[config.mk]
export PLATFORM = sky130hd
export DESIGN_NAME = cpu_spw_status_flat
export DESIGN_NICKNAME = d
export VERILOG_FILES = /design/src/rtl/spw_cpu_pkg.sv /design/src/rtl/cpu_spw_status_if.sv /design/src/rtl/spw_bit_sync.sv /design/src/rtl/cpu_spw_status.sv /design/src/flat_wrapper.sv
export SDC_FILE = /design/constraint.sdc
export NUM_CORES = 1
export LEC_CHECK = 0
export CORE_MARGIN = 1.5
export CORE_UTILIZATION = 47
export DETAILED_ROUTE_END_ITERATION = 7
export PLACE_DENSITY = 0.84
export SLEW_MARGIN = 20
export SYNTH_ARGS = -nofsm -noshare
export SYNTH_HDL_FRONTEND = slang
export SYNTH_SLANG_ARGS = --single-unit
[constraint.sdc]
create_clock -name clk -period 3.15 [get_ports clk]
set_input_delay 0.63 -clock clk [delete_from_list [all_inputs] [get_ports clk]]
set_output_delay 0.63 -clock clk [all_outputs]
set_load 0.005 [all_outputs]
[src/rtl/spw_cpu_pkg.sv]
// Shared definitions for the SpaceWire status CPU port: register map, edge modes, warm-up states.
package spw_cpu_pkg;

    localparam int unsigned ADDR_W = 2;
    localparam int unsigned DATA_W = 32;

    localparam logic [ADDR_W-1:0] REG_DATA = 2'd0;
    localparam logic [ADDR_W-1:0] REG_DIR  = 2'd1;
    localparam logic [ADDR_W-1:0] REG_MASK = 2'd2;
    localparam logic [ADDR_W-1:0] REG_EDGE = 2'd3;

    localparam int unsigned EDGE_RISING  = 0;
    localparam int unsigned EDGE_FALLING = 1;
    localparam int unsigned EDGE_ANY     = 2;

    typedef enum logic [1:0] {
        ST_WARMUP = 2'd0,
        ST_RUN    = 2'd1
    } warm_state_e;

endpackage

[src/rtl/cpu_spw_status_if.sv]
// Avalon-MM slave bus bundle for the status input port.
interface cpu_spw_status_if;

    logic [spw_cpu_pkg::ADDR_W-1:0] address;
    logic                           chipselect;
    logic                           write_n;
    logic [spw_cpu_pkg::DATA_W-1:0] writedata;
    logic [spw_cpu_pkg::DATA_W-1:0] readdata;

    modport master (
        output address,
        output chipselect,
        output write_n,
        output writedata,
        input  readdata
    );

    modport slave (
        input  address,
        input  chipselect,
        input  write_n,
        input  writedata,
        output readdata
    );

endinterface

[src/rtl/spw_bit_sync.sv]
// Multi-stage synchroniser bringing asynchronous status lines into the clk domain.
module spw_bit_sync #(
    parameter int unsigned WIDTH  = 8,
    parameter int unsigned STAGES = 2
) (
    input  logic             clk,
    input  logic             reset,
    input  logic [WIDTH-1:0] din,
    output logic [WIDTH-1:0] dout
);

    logic [WIDTH-1:0] stage_q [STAGES];

    // Shift chain: stage 0 samples the raw input, last stage is the synchronised value.
    always_ff @(posedge clk) begin
        if (reset) begin
            for (int i = 0; i < int'(STAGES); i++) begin
                stage_q[i] <= '0;
            end
        end else begin
            stage_q[0] <= din;
            for (int i = 1; i < int'(STAGES); i++) begin
                stage_q[i] <= stage_q[i-1];
            end
        end
    end

    assign dout = stage_q[STAGES-1];

endmodule

[src/rtl/cpu_spw_status.sv]
// CPU input port for SpaceWire link status: synchronise, capture edges, raise maskable level IRQ.
module cpu_spw_status
    import spw_cpu_pkg::*;
#(
    parameter int unsigned WIDTH       = 8,
    parameter int unsigned SYNC_STAGES = 2,
    parameter int unsigned EDGE_TYPE   = 0
) (
    input  logic                   clk,
    input  logic                   reset,
    cpu_spw_status_if.slave        bus,
    input  logic [WIDTH-1:0]       in_port,
    output logic                   irq
);

    localparam int unsigned CNT_W = 3;

    logic [WIDTH-1:0] d;
    logic [WIDTH-1:0] p_q;
    logic [WIDTH-1:0] mask_q;
    logic [WIDTH-1:0] edge_q;
    logic [WIDTH-1:0] edge_det;
    logic [WIDTH-1:0] edge_set;
    logic [WIDTH-1:0] edge_clr;
    logic             wr_en;
    warm_state_e      state_q;
    logic [CNT_W-1:0] cnt_q;
    logic             unused_wdata;

    assign unused_wdata = ^bus.writedata;

    spw_bit_sync #(
        .WIDTH  (WIDTH),
        .STAGES (SYNC_STAGES)
    ) u_sync (
        .clk   (clk),
        .reset (reset),
        .din   (in_port),
        .dout  (d)
    );

    // Per-bit edge detection against the previous synchronised sample.
    always_comb begin
        edge_det = '0;
        case (EDGE_TYPE)
            EDGE_RISING:  edge_det = d & ~p_q;
            EDGE_FALLING: edge_det = ~d & p_q;
            default:      edge_det = d ^ p_q;
        endcase
    end

    // Bus write decode; edges are only captured once the synchroniser has flushed.
    always_comb begin
        wr_en    = bus.chipselect & ~bus.write_n;
        edge_clr = '0;
        if (wr_en && (bus.address == REG_EDGE)) begin
            edge_clr = bus.writedata[WIDTH-1:0];
        end
        edge_set = (state_q == ST_RUN) ? edge_det : '0;
    end

    // Warm-up FSM: hold off edge capture for SYNC_STAGES+1 clocks after reset.
    always_ff @(posedge clk) begin
        if (reset) begin
            state_q <= ST_WARMUP;
            cnt_q   <= '0;
        end else begin
            case (state_q)
                ST_WARMUP: begin
                    if (cnt_q == CNT_W'(SYNC_STAGES)) begin
                        state_q <= ST_RUN;
                    end else begin
                        cnt_q <= cnt_q + CNT_W'(1);
                    end
                end
                ST_RUN:  state_q <= ST_RUN;
                default: state_q <= ST_WARMUP;
            endcase
        end
    end

    // Previous-sample, mask and edge-capture registers; a new edge beats a same-cycle clear.
    always_ff @(posedge clk) begin
        if (reset) begin
            p_q    <= '0;
            mask_q <= '0;
            edge_q <= '0;
        end else begin
            p_q    <= d;
            edge_q <= (edge_q & ~edge_clr) | edge_set;
            if (wr_en && (bus.address == REG_MASK)) begin
                mask_q <= bus.writedata[WIDTH-1:0];
            end
        end
    end

    // Registered read mux, updated every clock independent of chipselect.
    always_ff @(posedge clk) begin
        if (reset) begin
            bus.readdata <= '0;
        end else begin
            case (bus.address)
                REG_DATA: bus.readdata <= DATA_W'(d);
                REG_DIR:  bus.readdata <= '0;
                REG_MASK: bus.readdata <= DATA_W'(mask_q);
                REG_EDGE: bus.readdata <= DATA_W'(edge_q);
                default:  bus.readdata <= '0;
            endcase
        end
    end

    // Level interrupt from any enabled pending edge.
    always_ff @(posedge clk) begin
        if (reset) begin
            irq <= 1'b0;
        end else begin
            irq <= |(edge_q & mask_q);
        end
    end

endmodule

[src/flat_wrapper.sv]
// flat-port wrapper written by rule: the top's interface ports become plain ports
module cpu_spw_status_flat import spw_cpu_pkg::*;
#(
    parameter int unsigned WIDTH       = 8,
    parameter int unsigned SYNC_STAGES = 2,
    parameter int unsigned EDGE_TYPE   = 0
)
  (clk, reset, in_port, irq, bus_address, bus_chipselect, bus_write_n, bus_writedata, bus_readdata);
  cpu_spw_status_if bus_i ();
  input  logic clk;
  input  logic reset;
  input  logic [WIDTH-1:0] in_port;
  output logic irq;
  input wire logic [$bits(bus_i.address)-1:0] bus_address;
  input wire logic [$bits(bus_i.chipselect)-1:0] bus_chipselect;
  input wire logic [$bits(bus_i.write_n)-1:0] bus_write_n;
  input wire logic [$bits(bus_i.writedata)-1:0] bus_writedata;
  output wire logic [$bits(bus_i.readdata)-1:0] bus_readdata;
  assign bus_i.address = bus_address;
  assign bus_i.chipselect = bus_chipselect;
  assign bus_i.write_n = bus_write_n;
  assign bus_i.writedata = bus_writedata;
  assign bus_readdata = bus_i.readdata;
  cpu_spw_status #(.WIDTH(WIDTH), .SYNC_STAGES(SYNC_STAGES), .EDGE_TYPE(EDGE_TYPE)) u_core (.clk(clk), .reset(reset), .bus(bus_i), .in_port(in_port), .irq(irq));
endmodule
# Yosys cells after proc, flatten, opt, wreduce, memory -nomap -nowiden

Memories as Yosys holds them, arrays and structs flattened.
Index checks and enable logic that the tools add are counted.

Bits in registers: 62
Word-level logic and storage cells: 42
Memories kept: 1
Output and inout port bits: 33
Bits in read-only memories: 0
Latch bits: 0
Input port bits: 46
RAM bits: 16

Equality and inequality tests: 6
Add/subtract/negate cells: 1
Bitwise logic cells: 11
Multiply operators: 0
Magnitude comparators: 0
Reductions and logical operators: 6
Divide/modulo/power cells: 0
Multiplexer cells: 10
Shift-type cells: 0

Memory list:

| name                  | depth | width | rd ports | clocked after memory_dff | write ports | RTL line           | text |
|---|---|---|---|---|---|---|---|
| u_core.u_sync.stage_q | 2     | 8     | 2        | 0                        | 2           | spw_bit_sync.sv:12 | `logic [WIDTH-1:0] stage_q [STAGES];` |

Operators with widths:

| operator                                               | count |
|---|---|
| one-hot mux 32 bit (4 select lines)                    | 1 |
| two-way mux 8 bit                                      | 4 |
| bitwise AND 8 bit                                      | 3 |
| NOT 8 bit                                              | 2 |
| OR 8 bit                                               | 1 |
| OR reduction 8 bit                                     | 1 |
| == test 2 x 1 -> 1 bit (second input constant)         | 2 |
| == test 2 bit (second input constant)                  | 2 |
| logical NOT 2 bit                                      | 2 |
| one-hot mux 2 bit (2 select lines)                     | 1 |
| adder 3 x 1 -> 3 bit (second input constant)           | 1 |
| == test 3 x 2 -> 1 bit (second input constant)         | 1 |
| two-way mux 1 bit                                      | 3 |
| logical AND 1 bit                                      | 2 |
| two-way mux 2 bit                                      | 1 |
| inequality test 2 x 1 -> 1 bit (second input constant) | 1 |
| NOT 1 bit                                              | 2 |
| OR 1 bit                                               | 2 |
| AND reduction 2 bit                                    | 1 |
| bitwise AND 1 bit                                      | 1 |

# Depth between registers and ports, before layout

Gate-level depths: netlist of run 1.

Depth after elaboration: 7
Gate-level depth with buffers: 5
Mapped depth without buffers: 5

# By module

A second synthesis of run 1 with hierarchy kept.

Cells, all modules: 224
Area, all modules: 2,223.4 um^2

Modules (own cells, without submodules):

| module         | cells an instance | instances | seq. area each (um^2) | area an instance (um^2) |
|---|---|---|---|---|
| cpu_spw_status | 183               | 1         | 740.7                 | 1,699.1 |
| spw_bit_sync   | 41                | 1         | 320.3                 | 524.3 |

# Least setup slack after synthesis of run 1

No wires, ideal clock.

Path kind: input to register
Start point: input bus_address[0]
End point: register u_core.bus.readdata[0]
Library setup time: 128 ps
Data required time: 3,022 ps
Buffers on the path: 1
Stages on the path: 4
Data arrival time: 1,249 ps
Setup slack: 1,773 ps
Path through: buf_6 mux2_4 a22oi_1 nor2_1

Word-level cells in the longest chain between the ends: 2
Elaborated cells on any way between the ends: 5
Those cells by class: 3 x eq/ne; 1 x mux; 1 x reduce/logical

Ends and longest elaborated chain:

| item                                  | RTL line                | text |
|---|---|---|
| start, declared                       | flat_wrapper.sv:14      | `input wire logic [$bits(bus_i.address)-1:0] bus_address;` |
| == test 2 bit (tied with other cells) | cpu_spw_status.sv:102   | `case (bus.address)` |
| one-hot mux 32 bit (4 select lines) * | cpu_spw_status.sv:102   |  |
| end signal, assigned                  | cpu_spw_status.sv:103   | `REG_DATA: bus.readdata <= DATA_W'(d);` |
| end signal, assigned                  | cpu_spw_status.sv:105   | `REG_MASK: bus.readdata <= DATA_W'(mask_q);` |
| end signal, assigned                  | cpu_spw_status.sv:106   | `REG_EDGE: bus.readdata <= DATA_W'(edge_q);` |
| end, declared                         | cpu_spw_status_if.sv:23 | `output readdata` |

Mark *: on every way between the ends. The rest lies on a longest branch, timed or not. The select of a mux whose other input is x is not followed.
A chain may end at the register's enable or synchronous reset.

# Worst setup path in the final report of run 1

Start point: input bus_address[0]
End point: register u_core.mask_q[5]

Word-level cells in the longest chain between the ends: 2

Ends and longest elaborated chain:

| item                 | RTL line             | text |
|---|---|---|
| == test 2 bit        | cpu_spw_status.sv:91 | `if (wr_en && (bus.address == REG_MASK)) begin` |
| logical AND 1 bit    | cpu_spw_status.sv:91 |  |
| end signal, assigned | cpu_spw_status.sv:92 | `mask_q <= bus.writedata[WIDTH-1:0];` |
| end, declared        | cpu_spw_status.sv:20 | `logic [WIDTH-1:0] mask_q;` |

Every way passes these cells.

==> impl_metrics.py, run 1 <==
metrics = {
    "synth": {
        "synthAdderAreaFrac_pct": 1.174,
        "ys_seq_elements": 53,
        "yosys-top-cells-area": "dfxtp_1, buf_4, nor2b_1, mux2_4, a22oi_1",
        "async_reset_ff_share_pct": 0,
        "synth_ff_type": "dfxtp_1",
        "synth_top_family_by_area": "simple AND/OR/NAND/NOR gates",
        "synthTopCellsByCount": "dfxtp_1, nor2b_1, buf_4",
        "yosysMostFrequentCell": "dfxtp_1",
        "synthMuxAreaShare_pct": 9.395,
        "synth_top_area_share_pct": 49.79,
        "synth_edf_count": 0,
        "syn_inst": 208,
        "yosys_warnings": 0,
        "synth_compound_area_share_pct": 9.982,
        "yosysTopAreaCell": "dfxtp_1",
        "synth_cell_types": 24,
        "synth-simple-area-share_pct": 16.44,
        "synth_xor_area_share_pct": 0,
        "syn_area_per_cell_um2": 10.24,
        "synth_area_um2": 2131,
        "synth-seq-area-share_pct": 49.79,
    },
    "critical_path": {
        "r2r-start": "u_core.cnt_q[0]",
        "crit_path_max_incr_delay_ns": 0.63,
        "r2r-end": "u_core.cnt_q[0]",
        "critPathSlowestCell": "and4bb_1",
        "worstPathCellList": "clkdlybuf4s50_1, buf_4, and4bb_1, mux2i_1, nor2_1",
        "critPathArrivalTime_ns": 2.20,
        "critPathKind": "primary input to flop",
        "critPathLaunchType": "primary input",
        "r2r_cells": 5,
        "critical_path_peak_fanout": 11,
        "endpoint_kind": "flop",
        "required_ns": 3.32,
        "ff2ff_setup_slack_ns": 1.86,
    },
    "min_path": {
        "min_path_type": "flop to flop",
        "whs_path_depth": 1,
        "hold_start": "u_core.u_sync.stage_q[0][7]",
        "holdPathEnd": "u_core.u_sync.stage_q[0][15]",
    },
    "route": {
        "routed-via-count": 1343,
        "ant_nets": 0,
        "via_per_inst": 4.647,
        "dr.pass1.iters": 4,
        "drcViolationCount": 0,
        "drt_iter0_drc": 93,
        "wl_mm": 3.181,
        "wire_per_inst_um": 11.01,
    },
    "clocking": {
        "clock-root-buffer": "clkbuf_8",
        "ctsResizeCount": 0,
        "cts.reportedPaths.clkPinSlew_ns": 0.09,
        "tritoncts": "done",
        "cts_setup_buffers": 0,
        "clock_latency_ns": 0.30,
        "clock_path_buffers": 2,
        "cts_max_level": 2,
        "cts-buffers-inserted": 5,
        "cts_hold_buffers": 0,
        "clock_sinks": 53,
    },
    "floorplan": {
        "pin_count": 79,
        "die_w_um": 70.33,
        "rows": 24,
        "initial_core_util_pct": 48.94,
        "chipHeight_um": 70.33,
        "coreArea_um2": 4354,
        "die-area_um2": 4946,
    },
    "place": {
        "io_buffer_count": 30,
        "gp_congestion": 0.7865,
        "dp_hpwl_mm": 2.175,
        "post-place-ws_ns": 0.8227,
    },
    "timing": {
        "fin_crit_sh_pct": 64.36,
        "final_max_slew_viol_count": 0,
        "layout_min_cycle_time_ns": 2.027,
        "rsz0062_at_grt": "no",
        "fin_setup_tns_ns": 0,
        "postLayoutSetupSlackWorst_ns": 1.123,
        "relSlewSlack_pct": 64.82,
        "clock_skew_ns": 0.007205,
        "fmax_mhz": 493.2,
        "hold_viol": 0,
        "worst_pin_slew_ns": 0.5278,
        "setup_viol": 0,
    },
    "power_and_ir_drop": {
        "clkPwrFrac_pct": 29.6,
        "power_frac_seq_pct": 59.1,
        "leakage_nw": 0.9771,
        "power_mw": 1.257,
        "combPwrFrac_pct": 11.3,
        "switchingPower_mw": 0.2966,
        "irDropWorstVdd_uv": 292.8,
        "p_per_area_nw_per_um2": 512.7,
        "swShare_pct": 23.60,
        "power.internal_mw": 0.9601,
    },
    "run_status": {
        "status": "finished clean",
    },
    "global_route": {
        "gr-usage-all-layers_pct": 13.81,
        "grt_pass1_vias": 1208,
        "grt_overflow_total": 0,
        "grt_pass1_wl_mm": 5.388,
        "grt_max_degree": 54,
        "antenna_found_initial": 0,
    },
    "finish": {
        "fin_nets": 285,
        "n_antenna_cell": 0,
        "syn_to_final_growth_pct": 15.03,
        "drive_above_1_share_pct": 8.861,
    },
    "flow_run": {
        "cap_violations": 0,
    },
}
==> registers in the layout, summed over array words and instances, names as in the netlist <==
register,count
u_core.irq,1
u_core.edge_q,8
u_core.cnt_q,3
u_core.u_sync.stage_q,16
u_core.mask_q,8
u_core.bus.readdata,8
u_core.p_q,8
u_core.state_q,1
==> worst max-delay path by stage <==
stage / start / to / slack, ns / cells after the start
after detailed placement: bus_address[0] / u_core.mask_q[1] / 0.82 / 5
after global placement: bus_address[0] / u_core.mask_q[0] / 0.87 / 5
after floorplan: bus_address[0] / u_core.bus.readdata[0] / 1.77 / 4
after CTS: bus_address[0] / u_core.mask_q[5] / 1.13 / 5
final: bus_address[0] / u_core.mask_q[5] / 1.12 / 5
after global routing: bus_address[0] / u_core.mask_q[5] / 1.06 / 5
==> placed cells by master (no fill, tap or decap), types with 3 or more instances in the layout <==
master / Yosys / layout
a21oi_1: 10 / 10
a22oi_1: 12 / 12
buf_4: 24 / 3
clkbuf_8: 0 / 6
clkdlybuf4s50_1: 0 / 30
conb_1: 1 / 24
dfxtp_1: 53 / 53
inv_1: 10 / 10
mux2_4: 8 / 8
mux2i_1: 8 / 8
nand3b_1: 8 / 8
nor2_1: 18 / 18
nor2b_1: 25 / 25
o21ai_1: 9 / 9
==> worst max-delay path: cells and delay by family <==
family	cells	cell delay, ns
multiplexers	1	0.27
AND/OR/NAND/NOR	2	0.70
buffers and inverters	2	0.60
==> area by class of cell <==
cell class / instances / area (um2)
Tap cell: 52 / 65.06
Sequential cell: 53 / 1061
Inverter: 10 / 37.54
Timing Repair Buffer: 33 / 322.8
Multi-Input combinational cell: 134 / 878.3
Clock buffer: 7 / 86.33
Fill cell: 381 / 1903
==> metrics by stage <==
step	cells	hold WS [ns]	utilization, %	instance area, um2
2_1_floorplan	231	0.4138	-	2217
3_3_place_gp	282	0.4216	54.31	2365
3_5_place_dp	282	0.4212	54.31	2365
4_1_cts	289	0.4408	56.29	2451
5_1_grt	289	0.4599	56.29	2451
6_report	289	0.4391	56.29	2451
==> power by group through the flow <==
stage          Sequential (mW)  Clock [mW]  Combinational (mW)
2_1_floorplan            0.741           0               0.132
3_3_place_gp             0.755           0               0.139
3_5_place_dp             0.758           0               0.142
4_1_cts                  0.743       0.385               0.143
5_1_grt                  0.749       0.417               0.163
6_report                 0.743       0.371               0.143
==> per-layer routing <==
layer / share of wire, % / track usage [%] / up-vias
li1: - / - / 698
met1: 46 / 17.75 / 591
met2: 47 / 21.28 / 47
met3: 5.4 / 3.608 / 7
met4: 2.3 / 7.051 / 0
met5: 0 / 0 / -
==> cell families after synthesis <==
group	after synthesis
AO/OA/AOI/OAI	35
adder cells (fa/ha/maj)	2
AND/OR/NAND/NOR	57
flip-flops	53
buffers and inverters	44
multiplexers	16
other	1
Note: power is estimated with default switching activity, not from simulation.
==> inputs of run 2 (changes only) <==
--- a/config.mk
+++ b/config.mk
@@ -6,9 +6,9 @@
 export NUM_CORES = 1
 export LEC_CHECK = 0
 export CORE_MARGIN = 1.5
-export CORE_UTILIZATION = 47
+export CORE_UTILIZATION = 44
 export DETAILED_ROUTE_END_ITERATION = 7
-export PLACE_DENSITY = 0.84
+export PLACE_DENSITY = 0.8
 export SLEW_MARGIN = 20
 export SYNTH_ARGS = -nofsm -noshare
 export SYNTH_HDL_FRONTEND = slang
==> constraint.sdc (replaced) <==
create_clock -name clk -period 1.9 [get_ports clk]
set_input_delay 0.38 -clock clk [delete_from_list [all_inputs] [get_ports clk]]
set_output_delay 0.38 -clock clk [all_outputs]
set_load 0.005 [all_outputs]
==> run 2 against run 1 <==
- final cell count up 1.4%
- utilization down 2.4 points
- highest routed layer unchanged
- via count down 1.3%
- clock power up 110%
- first-iteration DRC count down 34%
- hold slack better by 0.0023 ns
- combinational power up 72%
- routed wire length down 2.5%
==> impl_metrics.py, run 2 (synthesis gave the netlist of run 1 again) <==
metrics = {
    "place": {
        "dp_cells": 285,
        "place_area_um2": 2412,
        "io_buffer_count": 30,
        "dp_hpwl_mm": 2.174,
        "gp_congestion": 0.7205,
        "post-place-ws_ns": 0.1350,
    },
    "floorplan": {
        "chipHeight_um": 72.59,
        "die_w_um": 72.59,
        "pin_count": 79,
        "coreArea_um2": 4692,
        "initial_core_util_pct": 45.41,
        "rows": 25,
        "die-area_um2": 5269,
    },
    "clocking": {
        "cts_max_level": 2,
        "ctsResizeCount": 0,
        "clock_latency_ns": 0.30,
        "cts_hold_buffers": 0,
        "clock_path_buffers": 2,
        "cts-buffers-inserted": 5,
        "clock_sinks": 53,
        "tritoncts": "done",
        "clock-root-buffer": "clkbuf_8",
        "cts_setup_buffers": 0,
        "cts.reportedPaths.clkPinSlew_ns": 0.09,
    },
    "finish": {
        "n_fill_cell": 425,
        "final_util_pct": 53.89,
        "register_area_um2": 1061,
        "final_cell_mix": "dfxtp_1, clkdlybuf4s50_1, nor2b_1",
        "n_antenna_cell": 0,
        "fin_nets": 286,
        "final_common_cell": "dfxtp_1",
        "regMostFlops": "u_core.u_sync.stage_q",
        "largest_reg_flops": 16,
        "drive_above_1_share_pct": 9.623,
        "multiInputGateArea_um2": 878.3,
        "syn_to_final_growth_pct": 18.67,
        "stdcell_area_um2": 2529,
        "fin_cells": 293,
    },
    "timing": {
        "timing.hold.ws_ns": 0.4414,
        "setup_viol": 0,
        "rsz0062_at_grt": "no",
        "final_max_slew_viol_count": 0,
        "hold_viol": 0,
        "fmax_mhz": 669.7,
        "fin_crit_sh_pct": 78.58,
        "fin_setup_tns_ns": 0,
        "layout_min_cycle_time_ns": 1.493,
        "postLayoutSetupSlackWorst_ns": 0.4069,
        "clock_skew_ns": 0.006576,
    },
    "global_route": {
        "grt_overflow_total": 0,
        "grt_pass1_wl_mm": 5.292,
        "antenna_found_initial": 0,
        "grt_max_degree": 54,
        "gr-usage-all-layers_pct": 13.09,
        "grt_pass1_vias": 1256,
    },
    "power_and_ir_drop": {
        "power_frac_seq_pct": 54.8,
        "leakage_nw": 1.009,
        "power_mw": 2.245,
        "irDropWorstVdd_uv": 419.4,
        "clkPwrFrac_pct": 34.2,
        "swShare_pct": 22.54,
        "p_per_area_nw_per_um2": 887.9,
        "power.internal_mw": 1.739,
        "switchingPower_mw": 0.5061,
        "combPwrFrac_pct": 10.9,
    },
    "route": {
        "drcViolationCount": 0,
        "ant_nets": 0,
        "wl_mm": 3.101,
        "routed-via-count": 1326,
        "wire_per_inst_um": 10.58,
        "dr.pass1.iters": 4,
        "drt_iter0_drc": 61,
        "via_per_inst": 4.526,
    },
    "critical_path": {
        "critical_path_peak_fanout": 1,
        "critPathSlowestCell": "clkdlybuf4s50_1",
        "path_buf_inv": 1,
        "critPathArrivalTime_ns": 1.11,
        "worstPathCellList": "clkdlybuf4s50_1",
        "critical_path.top_delay_family": "buffers and inverters",
        "critPathKind": "flop to output port",
        "required_ns": 1.52,
        "critPathLaunchType": "flop",
        "endpoint_kind": "output port",
        "crit_path_max_incr_delay_ns": 0.49,
    },
    "run_status": {
        "status": "finished clean",
    },
    "min_path": {
        "min_path_type": "flop to flop",
    },
    "flow_run": {
        "cap_violations": 0,
    },
}
==> run 2: cell types whose count changed in the layout (fill, tap and decap cells not counted) <==
cell       delta
buf_12        +3
buf_4         -2
bufinv_16     +1
==> run 2: worst paths after layout <==
check | start | end | slack [ns] | depth (start not counted)
max | u_core.irq | irq | 0.41 | 1
min | u_core.u_sync.stage_q[0][1] | u_core.u_sync.stage_q[0][9] | 0.44 | 1
max reg2reg | u_core.cnt_q[0] | u_core.cnt_q[1] | 0.59 | 5
min reg2reg | u_core.u_sync.stage_q[0][1] | u_core.u_sync.stage_q[0][9] | 0.44 | 1
==> run 2: power by group through the flow <==
stage	clock [mW]	sequential [mW]	combinational, mW
final	0.768	1.23	0.246
after global routing	0.830	1.24	0.284
after CTS	0.794	1.23	0.248
after detailed placement	0	1.26	0.247
after global placement	0	1.25	0.240
after floorplan	0	1.23	0.219
==> run 2: layer usage <==
layer,up-vias,track usage (%),share of wire (%)
li1,700,-,-
met1,575,15.24,46
met2,45,22.12,46
met3,6,2.901,5.3
met4,0,7.547,2.5
met5,-,0,0
==> run 2: area by class of cell <==
type / count / area share (%)
Clock buffer: 7 / 3.414
Clock inverter: 1 / 1.188
Inverter: 10 / 1.484
Multi-Input combinational cell: 134 / 34.74
Sequential cell: 53 / 41.96
Tap cell: 54 / 2.672
Timing Repair Buffer: 34 / 14.55
==> inputs of run 3 (changes only) <==
==> constraint.sdc (replaced) <==
create_clock -name clk -period 1.5 [get_ports clk]
set_input_delay 0.3 -clock clk [delete_from_list [all_inputs] [get_ports clk]]
set_output_delay 0.3 -clock clk [all_outputs]
set_load 0.005 [all_outputs]
==> run 3 against run 2 <==
- sequential share of layout area is 0.41 points lower
- design area is 0.99% higher
- hold slack better by 0.00062 ns
- final cell count is 1.4% higher
- critical endpoint is now bus_readdata[2]
==> impl_metrics.py, run 3 (synthesis gave the netlist of run 1 again) <==
metrics = {
    "clocking": {
        "cts-buffers-inserted": 5,
        "cts_max_level": 2,
        "clock_path_buffers": 2,
        "clock_sinks": 53,
        "clock_latency_ns": 0.31,
        "clock-root-buffer": "clkbuf_8",
        "ctsResizeCount": 0,
        "cts.reportedPaths.clkPinSlew_ns": 0.09,
        "cts_setup_buffers": 0,
        "tritoncts": "done",
        "cts_hold_buffers": 0,
    },
    "finish": {
        "regMostFlops": "u_core.u_sync.stage_q",
        "n_antenna_cell": 0,
        "syn_to_final_growth_pct": 19.85,
        "stdcell_area_um2": 2554,
        "fin_nets": 290,
        "final_common_cell": "dfxtp_1",
        "n_fill_cell": 422,
        "drive_above_1_share_pct": 11.11,
        "largest_reg_flops": 16,
        "final_cell_mix": "dfxtp_1, clkdlybuf4s50_1, nor2b_1",
        "fin_cells": 297,
    },
    "route": {
        "dr.pass1.iters": 4,
        "routed-via-count": 1347,
        "drcViolationCount": 0,
        "wire_per_inst_um": 10.43,
        "ant_nets": 0,
        "drt_iter0_drc": 77,
        "via_per_inst": 4.535,
        "wl_mm": 3.097,
    },
    "min_path": {
        "min_path_type": "flop to flop",
    },
    "power_and_ir_drop": {
        "p_per_area_nw_per_um2": 1104,
        "combPwrFrac_pct": 11.3,
        "swShare_pct": 23.13,
        "clkPwrFrac_pct": 33.4,
        "power.internal_mw": 2.167,
        "leakage_nw": 1.025,
        "power_mw": 2.819,
        "switchingPower_mw": 0.6521,
        "irDropWorstVdd_uv": 519.2,
        "power_frac_seq_pct": 55.3,
    },
    "place": {
        "io_buffer_count": 30,
        "dp_hpwl_mm": 2.204,
        "place_area_um2": 2442,
        "dp_cells": 289,
        "gp_congestion": 0.7240,
    },
    "critical_path": {
        "critical_path_peak_fanout": 1,
        "worstPathCellList": "clkdlybuf4s50_1",
        "endpoint_kind": "output port",
        "critPathKind": "flop to output port",
        "critPathSlowestCell": "clkdlybuf4s50_1",
        "crit_path_max_incr_delay_ns": 0.49,
        "required_ns": 1.20,
        "path_buf_inv": 1,
        "critical_path.top_delay_family": "buffers and inverters",
        "critPathArrivalTime_ns": 1.12,
        "critPathLaunchType": "flop",
    },
    "floorplan": {
        "initial_core_util_pct": 45.41,
        "chipHeight_um": 72.59,
        "die_w_um": 72.59,
        "rows": 25,
        "pin_count": 79,
        "die-area_um2": 5269,
        "coreArea_um2": 4692,
    },
    "timing": {
        "timing.hold.ws_ns": 0.4421,
        "final_max_slew_viol_count": 0,
        "hold_viol": 0,
        "layout_min_cycle_time_ns": 1.421,
        "rsz0062_at_grt": "no",
        "fmax_mhz": 703.5,
        "fin_crit_sh_pct": 94.76,
        "setup_viol": 0,
        "clock_skew_ns": 0.009953,
    },
    "run_status": {
        "status": "finished clean",
    },
    "flow_run": {
        "cap_violations": 0,
    },
    "global_route": {
        "antenna_found_initial": 0,
        "grt_overflow_total": 0,
        "gr-usage-all-layers_pct": 12.78,
        "grt_pass1_wl_mm": 5.071,
        "grt_pass1_vias": 1177,
        "grt_max_degree": 54,
    },
}
## run 3: routing by layer
layer / vias up / part of all wire [%] / track usage [%]
met2: 44 / 46 / 21.51
met4: 0 / 2.2 / 6.918
met3: 5 / 5.8 / 4.006
met1: 591 / 46 / 14.39
met5: - / 0 / 0
li1: 707 / - / -
## run 3: layout make-up
type	instances	area (um2)	share of cell area, %
Inverter	10	37.54	1.470
Sequential cell	53	1061	41.55
Clock buffer	6	72.57	2.842
Multi-Input combinational cell	134	878.3	34.39
Timing Repair Buffer	38	397.9	15.58
Tap cell	54	67.56	2.646
Clock inverter	2	38.79	1.519
## run 3: worst register-to-register path: stages (launching register included)
cell and delay (ns):
dfxtp_1 0.37, inv_1 0.06, ha_1 0.19, nor2b_1 0.17, or3_1 0.31, a21oi_1 0.14
## run 3: through the flow
| step | setup TNS [ns] | utilization (%) | setup slack [ns] |
|---|---|---|---|
| 2_1_floorplan | 0 | - | 0.2930 |
| 3_3_place_gp | -1.940 | 52.05 | -0.1129 |
| 3_5_place_dp | -2.344 | 52.05 | -0.1271 |
| 4_1_cts | 0 | 54.43 | 0.05849 |
| 5_1_grt | 0 | 54.43 | 0.03607 |
| 6_report | 0 | 54.43 | 0.07857 |
## run 3: final timing paths
kind / start / end / slack [ns] / cells past startpoint
max: u_core.bus.readdata[2] / bus_readdata[2] / 0.08 / 1
min: u_core.u_sync.stage_q[0][7] / u_core.u_sync.stage_q[0][15] / 0.44 / 1
max reg2reg: u_core.cnt_q[0] / u_core.cnt_q[0] / 0.19 / 5
min reg2reg: u_core.u_sync.stage_q[0][7] / u_core.u_sync.stage_q[0][15] / 0.44 / 1
## run 3: power by group through the flow
stage          Combinational, mW  Clock (mW)  Sequential (mW)
6_report                   0.319       0.942             1.56
5_1_grt                    0.361        1.02             1.57
4_1_cts                    0.323       0.972             1.56
3_5_place_dp               0.322           0             1.59
3_3_place_gp               0.312           0             1.59
2_1_floorplan              0.277           0             1.56
